===== src/rtl/nn_pkg.sv =====
// Shared constants, loader state encoding and coordinate helpers for the
// image_loader / conv2d pipeline.
package nn_pkg;

    localparam int unsigned IMG_W   = 8;
    localparam int unsigned IMG_H   = 8;
    localparam int unsigned DATA_W  = 8;
    localparam int unsigned COORD_W = 5;
    localparam int unsigned NPIX    = IMG_W * IMG_H;
    localparam int unsigned ADDR_W  = $clog2(NPIX);
    localparam int unsigned CNT_W   = 7;

    typedef enum logic [1:0] {
        IDLE = 2'd0,
        LOAD = 2'd1,
        FULL = 2'd2
    } loader_state_t;

    // True when a signed coordinate lies in [0, lim); the sign bit is tested
    // before the value is widened, so negative coordinates never alias.
    function automatic logic pad_check(input logic signed [COORD_W-1:0] c,
                                       input int unsigned lim);
        logic [COORD_W-1:0] mag;
        mag = $unsigned(c);
        return (c[COORD_W-1] == 1'b0) && (32'(mag) < lim);
    endfunction

endpackage


===== src/rtl/frame_buffer.sv =====
// NPIX x DATA_W pixel store: one synchronous write port and one registered
// zero-padded read port addressed by signed (x, y) coordinates.
module frame_buffer
    import nn_pkg::*;
(
    input  logic                      clk,
    input  logic                      rst_n,
    input  logic                      we,
    input  logic [ADDR_W-1:0]         waddr,
    input  logic [DATA_W-1:0]         wdata,
    input  logic signed [COORD_W-1:0] rd_x,
    input  logic signed [COORD_W-1:0] rd_y,
    output logic [DATA_W-1:0]         rd_data
);

    logic [DATA_W-1:0] mem [NPIX];
    logic              in_range_c;
    logic [ADDR_W-1:0] raddr_c;

    // Bounds check on the signed coordinates, then raster address from the
    // in-range unsigned values.
    always_comb begin
        in_range_c = pad_check(rd_x, IMG_W) && pad_check(rd_y, IMG_H);
        raddr_c    = ADDR_W'($unsigned(rd_y)) * ADDR_W'(IMG_W)
                   + ADDR_W'($unsigned(rd_x));
    end

    // Storage write port; contents are intentionally not reset.
    always_ff @(posedge clk) begin
        if (we) begin
            mem[waddr] <= wdata;
        end
    end

    // Registered read with zero padding; sees the pre-write value on a
    // same-address collision.
    always_ff @(posedge clk or negedge rst_n) begin
        if (!rst_n) begin
            rd_data <= '0;
        end else begin
            rd_data <= in_range_c ? mem[raddr_c] : '0;
        end
    end

endmodule


===== src/rtl/image_loader.sv =====
// Frame loader ahead of conv2d: collects one IMG_W x IMG_H frame pixel by
// pixel, holds it with loading_done high, and serves padded window reads.
module image_loader
    import nn_pkg::*;
(
    input  logic                      clk,
    input  logic                      rst_n,
    input  logic [DATA_W-1:0]         in_data,
    input  logic                      in_valid,
    input  logic                      in_sof,
    output logic                      in_ready,
    output logic                      loading_done,
    input  logic                      frame_release,
    input  logic signed [COORD_W-1:0] rd_x,
    input  logic signed [COORD_W-1:0] rd_y,
    output logic [DATA_W-1:0]         rd_data,
    output logic [CNT_W-1:0]          pix_count,
    output logic                      overrun
);

    loader_state_t     state;
    logic              accept_c;
    logic [ADDR_W-1:0] waddr_c;

    // A pixel is taken when ready; from IDLE only a start-of-frame pixel
    // counts, and any start-of-frame pixel lands at address 0.
    always_comb begin
        accept_c = in_valid && in_ready && ((state == LOAD) || in_sof);
        waddr_c  = in_sof ? '0 : ADDR_W'(pix_count);
    end

    // Loader FSM with registered handshake, status and counter outputs.
    always_ff @(posedge clk or negedge rst_n) begin
        if (!rst_n) begin
            state        <= IDLE;
            in_ready     <= 1'b0;
            loading_done <= 1'b0;
            pix_count    <= '0;
            overrun      <= 1'b0;
        end else begin
            case (state)
                IDLE: begin
                    in_ready <= 1'b1;
                    overrun  <= 1'b0;
                    if (accept_c) begin
                        pix_count <= CNT_W'(1);
                        state     <= LOAD;
                    end
                end
                LOAD: begin
                    if (accept_c) begin
                        if (in_sof) begin
                            pix_count <= CNT_W'(1);
                        end else if (pix_count == CNT_W'(NPIX - 1)) begin
                            pix_count    <= CNT_W'(NPIX);
                            state        <= FULL;
                            in_ready     <= 1'b0;
                            loading_done <= 1'b1;
                        end else begin
                            pix_count <= pix_count + CNT_W'(1);
                        end
                    end
                end
                FULL: begin
                    if (in_valid) begin
                        overrun <= 1'b1;
                    end
                    if (frame_release) begin
                        state        <= IDLE;
                        in_ready     <= 1'b1;
                        loading_done <= 1'b0;
                        pix_count    <= '0;
                    end
                end
                default: begin
                    state <= IDLE;
                end
            endcase
        end
    end

    frame_buffer u_frame_buffer (
        .clk     (clk),
        .rst_n   (rst_n),
        .we      (accept_c),
        .waddr   (waddr_c),
        .wdata   (in_data),
        .rd_x    (rd_x),
        .rd_y    (rd_y),
        .rd_data (rd_data)
    );

endmodule


===== config.mk =====
export PLATFORM = sky130hd
export DESIGN_NAME = image_loader
export DESIGN_NICKNAME = d
export VERILOG_FILES = /design/src/rtl/nn_pkg.sv /design/src/rtl/frame_buffer.sv /design/src/rtl/image_loader.sv
export SDC_FILE = /design/constraint.sdc
export NUM_CORES = 1
export LEC_CHECK = 0
export BUFFER_PORTS_ARGS = -buffer_cell sky130_fd_sc_hd__buf_2
export CAP_MARGIN = 40
export CORE_MARGIN = 1.5
export CORE_UTILIZATION = 62
export DETAILED_ROUTE_END_ITERATION = 12
export PLACE_DENSITY = 0.79
export REMOVE_ABC_BUFFERS = 1
export SLEW_MARGIN = 0
export SYNTH_ARGS = -nofsm -noshare
export SYNTH_HDL_FRONTEND = slang
export SYNTH_SLANG_ARGS = --single-unit

===== constraint.sdc =====
create_clock -name clk -period 3.11 [get_ports clk]
set_input_delay 0.7775 -clock clk [delete_from_list [all_inputs] [get_ports clk]]
set_output_delay 0.7775 -clock clk [all_outputs]
set_load 0.01 [all_outputs]

# Yosys cells after proc, flatten, opt, wreduce, memory -nomap -nowiden
# Memory sizes are Yosys's and may differ from the RTL's.
# Cells that the tools add are included.
# op_classes
addsub,2
n_lt_le_gt_ge,2
eq_ne,9
n_mux,28
bitwise_logic,2
reduce_logical,15
# op_table
operator,n
2-to-1 mux 7 bit,5
one-hot mux 7 bit (3 select lines),1
AND reduction 5 bit,3
2-to-1 mux 1 bit,11
"less-than comparator 5 x 4 -> 1 bit, second input constant",2
2-to-1 mux 2 bit,5
"!= test 2 bit, second input constant",5
2-to-1 mux 8 bit,1
"adder 7 x 1 -> 7 bit, second input constant",1
"equality test 7 x 6 -> 1 bit, second input constant",1
adder 6 x 5 -> 6 bit,1
2-to-1 mux 6 bit,1
one-hot mux 2 bit (3 select lines),1
logical AND 1 bit,5
one-hot mux 1 bit (2 select lines),2
AND reduction 4 bit,1
nonzero test 2 bit,2
one-hot mux 1 bit (3 select lines),1
nonzero test 3 bit,1
"equality test 2 x 1 -> 1 bit, second input constant",1
"equality test 2 bit, second input constant",1
logical NOT 2 bit,1
"!= test 2 x 1 -> 1 bit, second input constant",1
NOT 1 bit,2
2 further kinds,2
# totals
regBits,20
ram_bits,512
input_bits,23
out_inout_bits,18
word_cells,65
n_memories,1
# mem_list
name,depth,word_bits,read_ports,rd_ports_with_merged_regs,write_ports,line_no,source
u_frame_buffer.mem,64,8,1,0,1,frame_buffer.sv:16,logic [DATA_W-1:0] mem [NPIX];

# Logic depth before layout (Yosys ltp)
# Gate-level depths: netlist (run 1).
# depth
ltp_word,5
mapped_depth,9

# Cells and area by module
# A second synthesis (run 1) with hierarchy kept.
# hier_totals
cells_unflattened,1007
hier_area_um2,21127.8
# by_module_without_submodules
mod,n_inst,cells_per_inst,area_each_um2
frame_buffer,1,922,20302.0
image_loader,1,85,825.8

# Worst setup path after synthesis (run 1)
# OpenSTA, ideal clock, no wires.
# synth_path
path_kind,in2reg
startpoint,in in_sof
endpoint,mem u_frame_buffer.mem[63][0] (enable)
setup_time_ns,0.370
t_arrival_ns,2.175
slack_ns,0.564
stages,4
path_buffers,1
cell_sequence,clkbuf_1 > nor4b_1 > nand3_1 > nor2_1
# synth_via
elab_chain_len,4
word_cells_on_any_way,5
classes_between,3 x mux; 2 x reduce/logical
# synth_lines
element,line_no,source
start: declaration,image_loader.sv:10,"input logic in_sof,"
logical OR 1 bit,image_loader.sv:28,accept_c = in_valid && in_ready && ((state == LOAD) || in_sof);
logical AND 1 bit,image_loader.sv:28,
2-to-1 mux 1 bit,frame_buffer.sv:30,if (we) begin
2-to-1 mux 1 bit (not written as such),frame_buffer.sv:31,mem[waddr] <= wdata;
end: declaration,frame_buffer.sv:16,
# Several ways; a longest one is shown, not always the timed one.

# Worst setup path after layout (run 1)
# layout_path
startpoint,reg state[1]
endpoint,mem u_frame_buffer.mem[34][5] (enable)
# layout_via
elab_chain_len,5
# layout_lines
element,line_no,source
start: declaration,image_loader.sv:21,loader_state_t state;
start signal: assignment,image_loader.sv:35,state <= IDLE;
start signal: assignment,image_loader.sv:47,state <= LOAD;
start signal: assignment,image_loader.sv:56,state <= FULL;
equality test 2 x 1 -> 1 bit,image_loader.sv:28,
logical OR 1 bit,image_loader.sv:28,
logical AND 1 bit,image_loader.sv:28,
2-to-1 mux 1 bit,frame_buffer.sv:30,
2-to-1 mux 1 bit (not written as such),frame_buffer.sv:31,
# Every way passes these cells.

==> results of run 1 <==
## worst max-delay path: cells and delay by family (launching register included)
family | cells | cell delay [ps]
adder cells (fa/ha/maj) | 1 | 270
AND/OR/NAND/NOR | 3 | 1500
buffers and inverters | 3 | 430
flip-flops | 1 | 410
## power by group through the flow
stage | clock, W | combinational, W | sequential [W]
final | 0.00565 | 0.00105 | 0.00795
after global routing | 0.00596 | 0.00112 | 0.00795
after CTS | 0.00571 | 0.00104 | 0.00795
after detailed placement | 0 | 0.00104 | 0.00810
after global placement | 0 | 0.00101 | 0.00810
after floorplan | 0 | 0.000499 | 0.00810
## how the worst max path moves through the flow
stage / to / cells past startpoint / from
after floorplan: u_frame_buffer.rd_data[1] / 8 / rd_x[3]
after global placement: u_frame_buffer.rd_data[1] / 9 / rd_x[3]
after detailed placement: u_frame_buffer.rd_data[1] / 6 / rd_x[4]
after CTS: u_frame_buffer.mem[34][5] / 7 / state[1]
after global routing: u_frame_buffer.mem[34][5] / 7 / state[1]
final: u_frame_buffer.mem[34][5] / 7 / state[1]
## logic make-up (layout without fill, tap and decap cells)
family	count (synthesis)	in the layout	synth area share [%]
DFF	532	532	75.7
buffers and inverters	55	254	1.53
and+or+nand+nor	165	165	3.51
adders and majority gates	7	7	0.453
AOI/OAI and AO/OA	69	69	2.26
xor gates and xnor gates	1	1	0.0418
muxes	176	176	16.5
## routing by layer
layer | vias up | track usage [%]
met3 | 86 | 6.00
li1 | 4474 | -
met4 | 0 | 8.53
met2 | 709 | 44.0
met1 | 5539 | 38.2
met5 | - | 0
## cells in the final DEF (no fill, tap or decap), types with 6 or more instances in the layout
cell,Yosys,routed
edfxtp_1,512,512
mux4_2,133,133
buf_4,6,102
nor2_1,79,79
clkbuf_16,0,53
buf_2,12,37
mux2i_1,36,36
nand2_1,35,35
dfrtp_1,20,20
o21ai_0,16,16
clkbuf_1,14,15
buf_12,1,15
nand3_1,12,12
nand2b_1,11,11
inv_1,10,10
nor2b_1,8,8
a21oi_1,8,8
o31ai_1,8,8
clkinv_2,0,8
ha_1,6,6
## through the flow
step | setup slack [ps] | power (W) | util, %
2_1_floorplan | 323 | 0.00859 | -
3_3_place_gp | 194 | 0.00911 | 67.3
3_5_place_dp | 124 | 0.00914 | 67.3
4_1_cts | 394 | 0.0147 | 71.9
5_1_grt | 131 | 0.0150 | 71.9
6_report | 203 | 0.0147 | 71.9
## area by class of cell
cell class | instances | area share [%]
inverter | 11 | 0.172
timing repair buffer | 156 | 5.28
sequential | 532 | 66.0
clock buffer | 72 | 5.98
tap | 448 | 2.33
multi-input combinational | 418 | 19.9
clock inverter | 15 | 0.307
## registers in the layout, indices dropped and copies added (netlist names)
register / cells
overrun: 1
in_ready: 1
state: 2
loading_done: 1
u_frame_buffer.rd_data: 8
pix_count: 7
u_frame_buffer.mem: 512
==> impl_metrics.py, run 1 <==
metrics = {
    "final_layout": {
        "fin_area_um2": 24000,
        "finalNonFillerCells": 1652,
        "nNetsFinal": 1199,
        "fill_cells": 1851,
        "syn_to_final_growth_pct": 14.6,
        "multi_input_comb_area_um2": 4780,
        "seq_area_um2": 15900,
        "diodes": 0,
        "drive_gt1_share_pct": 30.5,
    },
    "power_and_ir_drop": {
        "p_sw_share_pct": 21.4,
        "power_frac_seq_pct": 54.3,
        "powerDensity_nw_per_um2": 610,
        "p_sw_w": 0.00314,
        "p_leak_nw": 7.98,
        "p_comb_share_pct": 7.2,
        "clkPwrFrac_pct": 38.5,
        "peakVddDrop_uv": 449,
        "p_int_w": 0.0115,
    },
    "die": {
        "die_w_um": 187,
        "start_util_pct": 62.7,
        "ios": 41,
        "die_h_um": 187,
        "rows": 67,
        "die_area_um2": 34900,
        "core_um2": 33400,
    },
    "routing": {
        "wl_mm": 46.3,
        "vias_per_cell": 6.54,
        "drt_iter0_drc": 1371,
        "drc_errors": 0,
        "drtAntennaViolNets": 0,
        "top_layer_used": "met4",
        "wl_met3_mm": 4.87,
        "firstDrtPassIters": 7,
        "routedLengthMet1_mm": 17.4,
        "met2_length_mm": 22.9,
        "dr_total_vias": 10808,
        "wl_per_cell_um": 28.0,
    },
    "setup_path": {
        "r2r_end": "u_frame_buffer.mem[34][5]",
        "cp_slowest_cell": "nor4_1",
        "reg2reg_slack_ps": 200,
        "critPathLaunchType": "flop",
        "worst-setup-path-type": "reg -> reg",
        "end_kind": "flop",
        "cp_slowest_stage_delay_ps": 670,
        "rr_worst_depth": 7,
        "path_max_fanout": 8,
        "arrival_ps": 3170,
        "required_ps": 3380,
        "path_cells": "inv_1 > ha_1 > inv_1 > nor4_1 > nand2_1 > nor2_1 > buf_4",
        "reg2reg_from": "state[1]",
        "cpMostUsedCell": "inv_1",
    },
    "clock_network": {
        "cts-htree-levels": 2,
        "cts_made_buffers": 50,
        "post_cts_resized": 0,
        "cts.hold.buffers_added": 0,
        "clk_latency_ps": 570,
        "cts_buffer_depth": 3,
        "cts_tree": "yes",
        "root_buffer": "clkbuf_16",
        "cts.sinks": 532,
        "clk_pin_slew_ps": 70,
        "cts_setup_buffers": 0,
    },
    "grt": {
        "grt.total_usage_pct": 27.3,
        "grt_pass1_wl_mm": 69.0,
        "antenna_found_initial": 0,
        "grt_pass1_vias": 10856,
        "grt_max_degree": 65,
        "gr-total-overflow": 0,
    },
    "run_status": {
        "status": "finished, final reports clean",
    },
    "timing": {
        "skew_ps": 22.5,
        "hold_viol": 0,
        "setup_tns_ps": 0,
        "min_period_over_period_pct": 93.5,
        "whs_ps": 206,
        "max_freq_ghz": 0.344,
        "min_period_ps": 2910,
        "relSlewSlack_pct": 46.1,
        "worst_pin_slew_ps": 806,
        "slew_viol_final": 0,
        "setup_violations": 0,
        "rsz0062_at_grt": "no",
    },
    "yosys": {
        "postSynthCellCount": 1005,
        "synth_top_area_share_pct": 73.3,
        "synth_edf_count": 512,
        "synth-main-ff-cell": "edfxtp_1",
        "syn_area_per_cell_um2": 20.9,
        "yosys-top-cells-count": "512 x edfxtp_1, 133 x mux4_2, 79 x nor2_1, 36 x mux2i_1, 35 x nand2_1",
        "synth_top_area_cell": "edfxtp_1",
        "ys_warn_count": 0,
        "yosysUniqueCellTypes": 52,
        "synth.most_common_cell": "edfxtp_1",
        "syn_area_um2": 21000,
        "ys_seq_elements": 532,
        "seq_area_frac_synth_pct": 75.7,
        "async_reset_ff_share_pct": 3.76,
        "synth_area_leaders": "edfxtp_1 73%, mux4_2 14%, dfrtp_1 2.4%",
    },
    "run": {
        "max_cap_viol_count": 0,
    },
    "placed_design": {
        "placed_area_um2": 22500,
        "gp_congestion": 0.889,
        "dp_hpwl_mm": 29.6,
        "place_inst": 1564,
        "port_buffers": 40,
    },
    "hold_path": {
        "hold_class": "in -> async",
    },
}
No activity file was read; power rests on OpenSTA's default activity.
==> run 2: changes to the inputs <==
- CTS_BUF_LIST: unset -> sky130_fd_sc_hd__clkbuf_8 sky130_fd_sc_hd__clkbuf_16
==> run 2 against run 1 <==
  * Critical path depth stayed put
  * Routed wire length hardly changed
  * Worst setup slack better by 4.8 ps
  * Core utilization stayed put
  * Register-to-register slack hardly changed
  * Critical path type unchanged
  * Critical endpoint unchanged
==> impl_metrics.py, run 2 (synthesis gave the netlist of run 1 again) <==
metrics = {
    "timing": {
        "relSlewSlack_pct": 45.9,
        "max_freq_ghz": 0.345,
        "slew_viol_final": 0,
        "worst_pin_slew_ps": 808,
        "setup_tns_ps": 0,
        "skew_ps": 20.6,
        "hold_viol": 0,
        "rsz0062_at_grt": "no",
        "min_period_over_period_pct": 93.3,
        "min_period_ps": 2900,
        "setup_violations": 0,
    },
    "setup_path": {
        "arrival_ps": 3170,
        "cp.depth": 7,
        "cp_slowest_stage_delay_ps": 670,
        "required_ps": 3370,
        "path_cells": "inv_1 > ha_1 > inv_1 > nor4_1 > nand2_1 > nor2_1 > buf_4",
        "worst-setup-path-type": "reg -> reg",
        "cp_slowest_cell": "nor4_1",
        "end_kind": "flop",
        "rr_worst_depth": 7,
        "crit_family": "simple AND/OR/NAND/NOR gates",
        "critPathLaunchType": "flop",
        "path_max_fanout": 8,
        "path_buf_inv": 3,
        "cpMostUsedCell": "inv_1",
    },
    "final_layout": {
        "diodes": 0,
        "top_regs": "u_frame_buffer.mem: 512 flops, u_frame_buffer.rd_data: 8 flops, pix_count: 7 flops",
        "drive_gt1_share_pct": 30.5,
        "fin_util_pct": 71.9,
        "final_common_cell": "edfxtp_1",
        "regMostFlops": "u_frame_buffer.mem",
        "nNetsFinal": 1199,
        "final_cell_mix": "512 x edfxtp_1, 133 x mux4_2, 102 x buf_4, 79 x nor2_1, 53 x clkbuf_16",
        "syn_to_final_growth_pct": 14.6,
        "largest_register_ffs": 512,
    },
    "power_and_ir_drop": {
        "powerDensity_nw_per_um2": 608,
        "clkPwrFrac_pct": 38.3,
        "p_sw_share_pct": 21.5,
        "power_frac_seq_pct": 54.5,
        "p_int_w": 0.0115,
        "p_leak_nw": 8.04,
        "p_comb_share_pct": 7.2,
        "peakVddDrop_uv": 451,
        "p_sw_w": 0.00314,
    },
    "clock_network": {
        "cts_made_buffers": 50,
        "clk_pin_slew_ps": 70,
        "clk_latency_ps": 560,
        "root_buffer": "clkbuf_16",
        "cts_buffer_depth": 3,
        "cts.sinks": 532,
        "cts.hold.buffers_added": 0,
        "cts_setup_buffers": 0,
        "post_cts_resized": 0,
        "cts-htree-levels": 2,
        "cts_tree": "yes",
    },
    "grt": {
        "grt.total_usage_pct": 27.3,
        "grt_pass1_vias": 10856,
        "gr-total-overflow": 0,
        "antenna_found_initial": 0,
        "grt_pass1_wl_mm": 69.0,
        "grt_max_degree": 65,
    },
    "placed_design": {
        "gp_congestion": 0.889,
        "port_buffers": 40,
        "dp_hpwl_mm": 29.6,
    },
    "die": {
        "die_w_um": 187,
        "die_area_um2": 34900,
        "die_h_um": 187,
        "start_util_pct": 62.7,
        "core_um2": 33400,
        "ios": 41,
        "rows": 67,
    },
    "routing": {
        "dr_total_vias": 10847,
        "wl_mm": 46.3,
        "drt_iter0_drc": 1357,
        "wl_per_cell_um": 28.0,
        "firstDrtPassIters": 5,
        "drtAntennaViolNets": 0,
        "vias_per_cell": 6.57,
        "drc_errors": 0,
    },
    "run": {
        "max_cap_viol_count": 0,
    },
    "run_status": {
        "status": "finished, final reports clean",
    },
    "hold_path": {
        "hold_class": "in -> async",
    },
}
## run 2: cell count changes in the layout (fill, tap and decap cells not counted), sizes merged
cell    change
clkbuf     -15
inv        +15
## run 2: layout make-up
cell class	instances	area [um^2]
clock buffers	57	1380
clock inverters	30	130
fillers	1851	9410
inverters	11	41.3
multi-input cells	418	4780
flip-flops and latches	532	15900
well taps	448	561
repair buffers	156	1270
## run 2: power groups by stage
stage | combinational [W] | sequential, W | clock (W)
2_1_floorplan | 0.000499 | 0.00810 | 0
3_3_place_gp | 0.00101 | 0.00810 | 0
3_5_place_dp | 0.00104 | 0.00810 | 0
4_1_cts | 0.00104 | 0.00795 | 0.00566
5_1_grt | 0.00112 | 0.00795 | 0.00591
6_report | 0.00105 | 0.00795 | 0.00560
## run 2: metal layers
layer	vias up	GRT usage (%)	share of wire, %
met4	0	8.53	2.6
li1	4470	-	-
met3	90	6.00	10
met2	715	44.0	49
met1	5572	38.2	38
met5	-	0	0
## run 2: final timing paths
kind,start,endpoint,slack [ps]
worst max-delay path,state[1],u_frame_buffer.mem[34][5],210
worst min-delay path,rst_n,u_frame_buffer.rd_data[6],200
worst max register to register,state[1],u_frame_buffer.mem[34][5],210
worst min register to register,loading_done,loading_done,530
max in group asynchronous,rst_n,u_frame_buffer.rd_data[7],2520
min in group clk,in_valid,overrun,520
## run 2: through the flow
stage	total power (W)	hold WS [ps]	instance area, um^2	cells	setup slack, ps
floorplan	0.00859	482	20700	961	323
global placement	0.00911	505	22500	1563	194
detailed placement	0.00914	518	22500	1564	124
CTS	0.0147	178	24000	1651	394
global route	0.0150	213	24000	1652	131
finish	0.0146	205	24000	1652	208
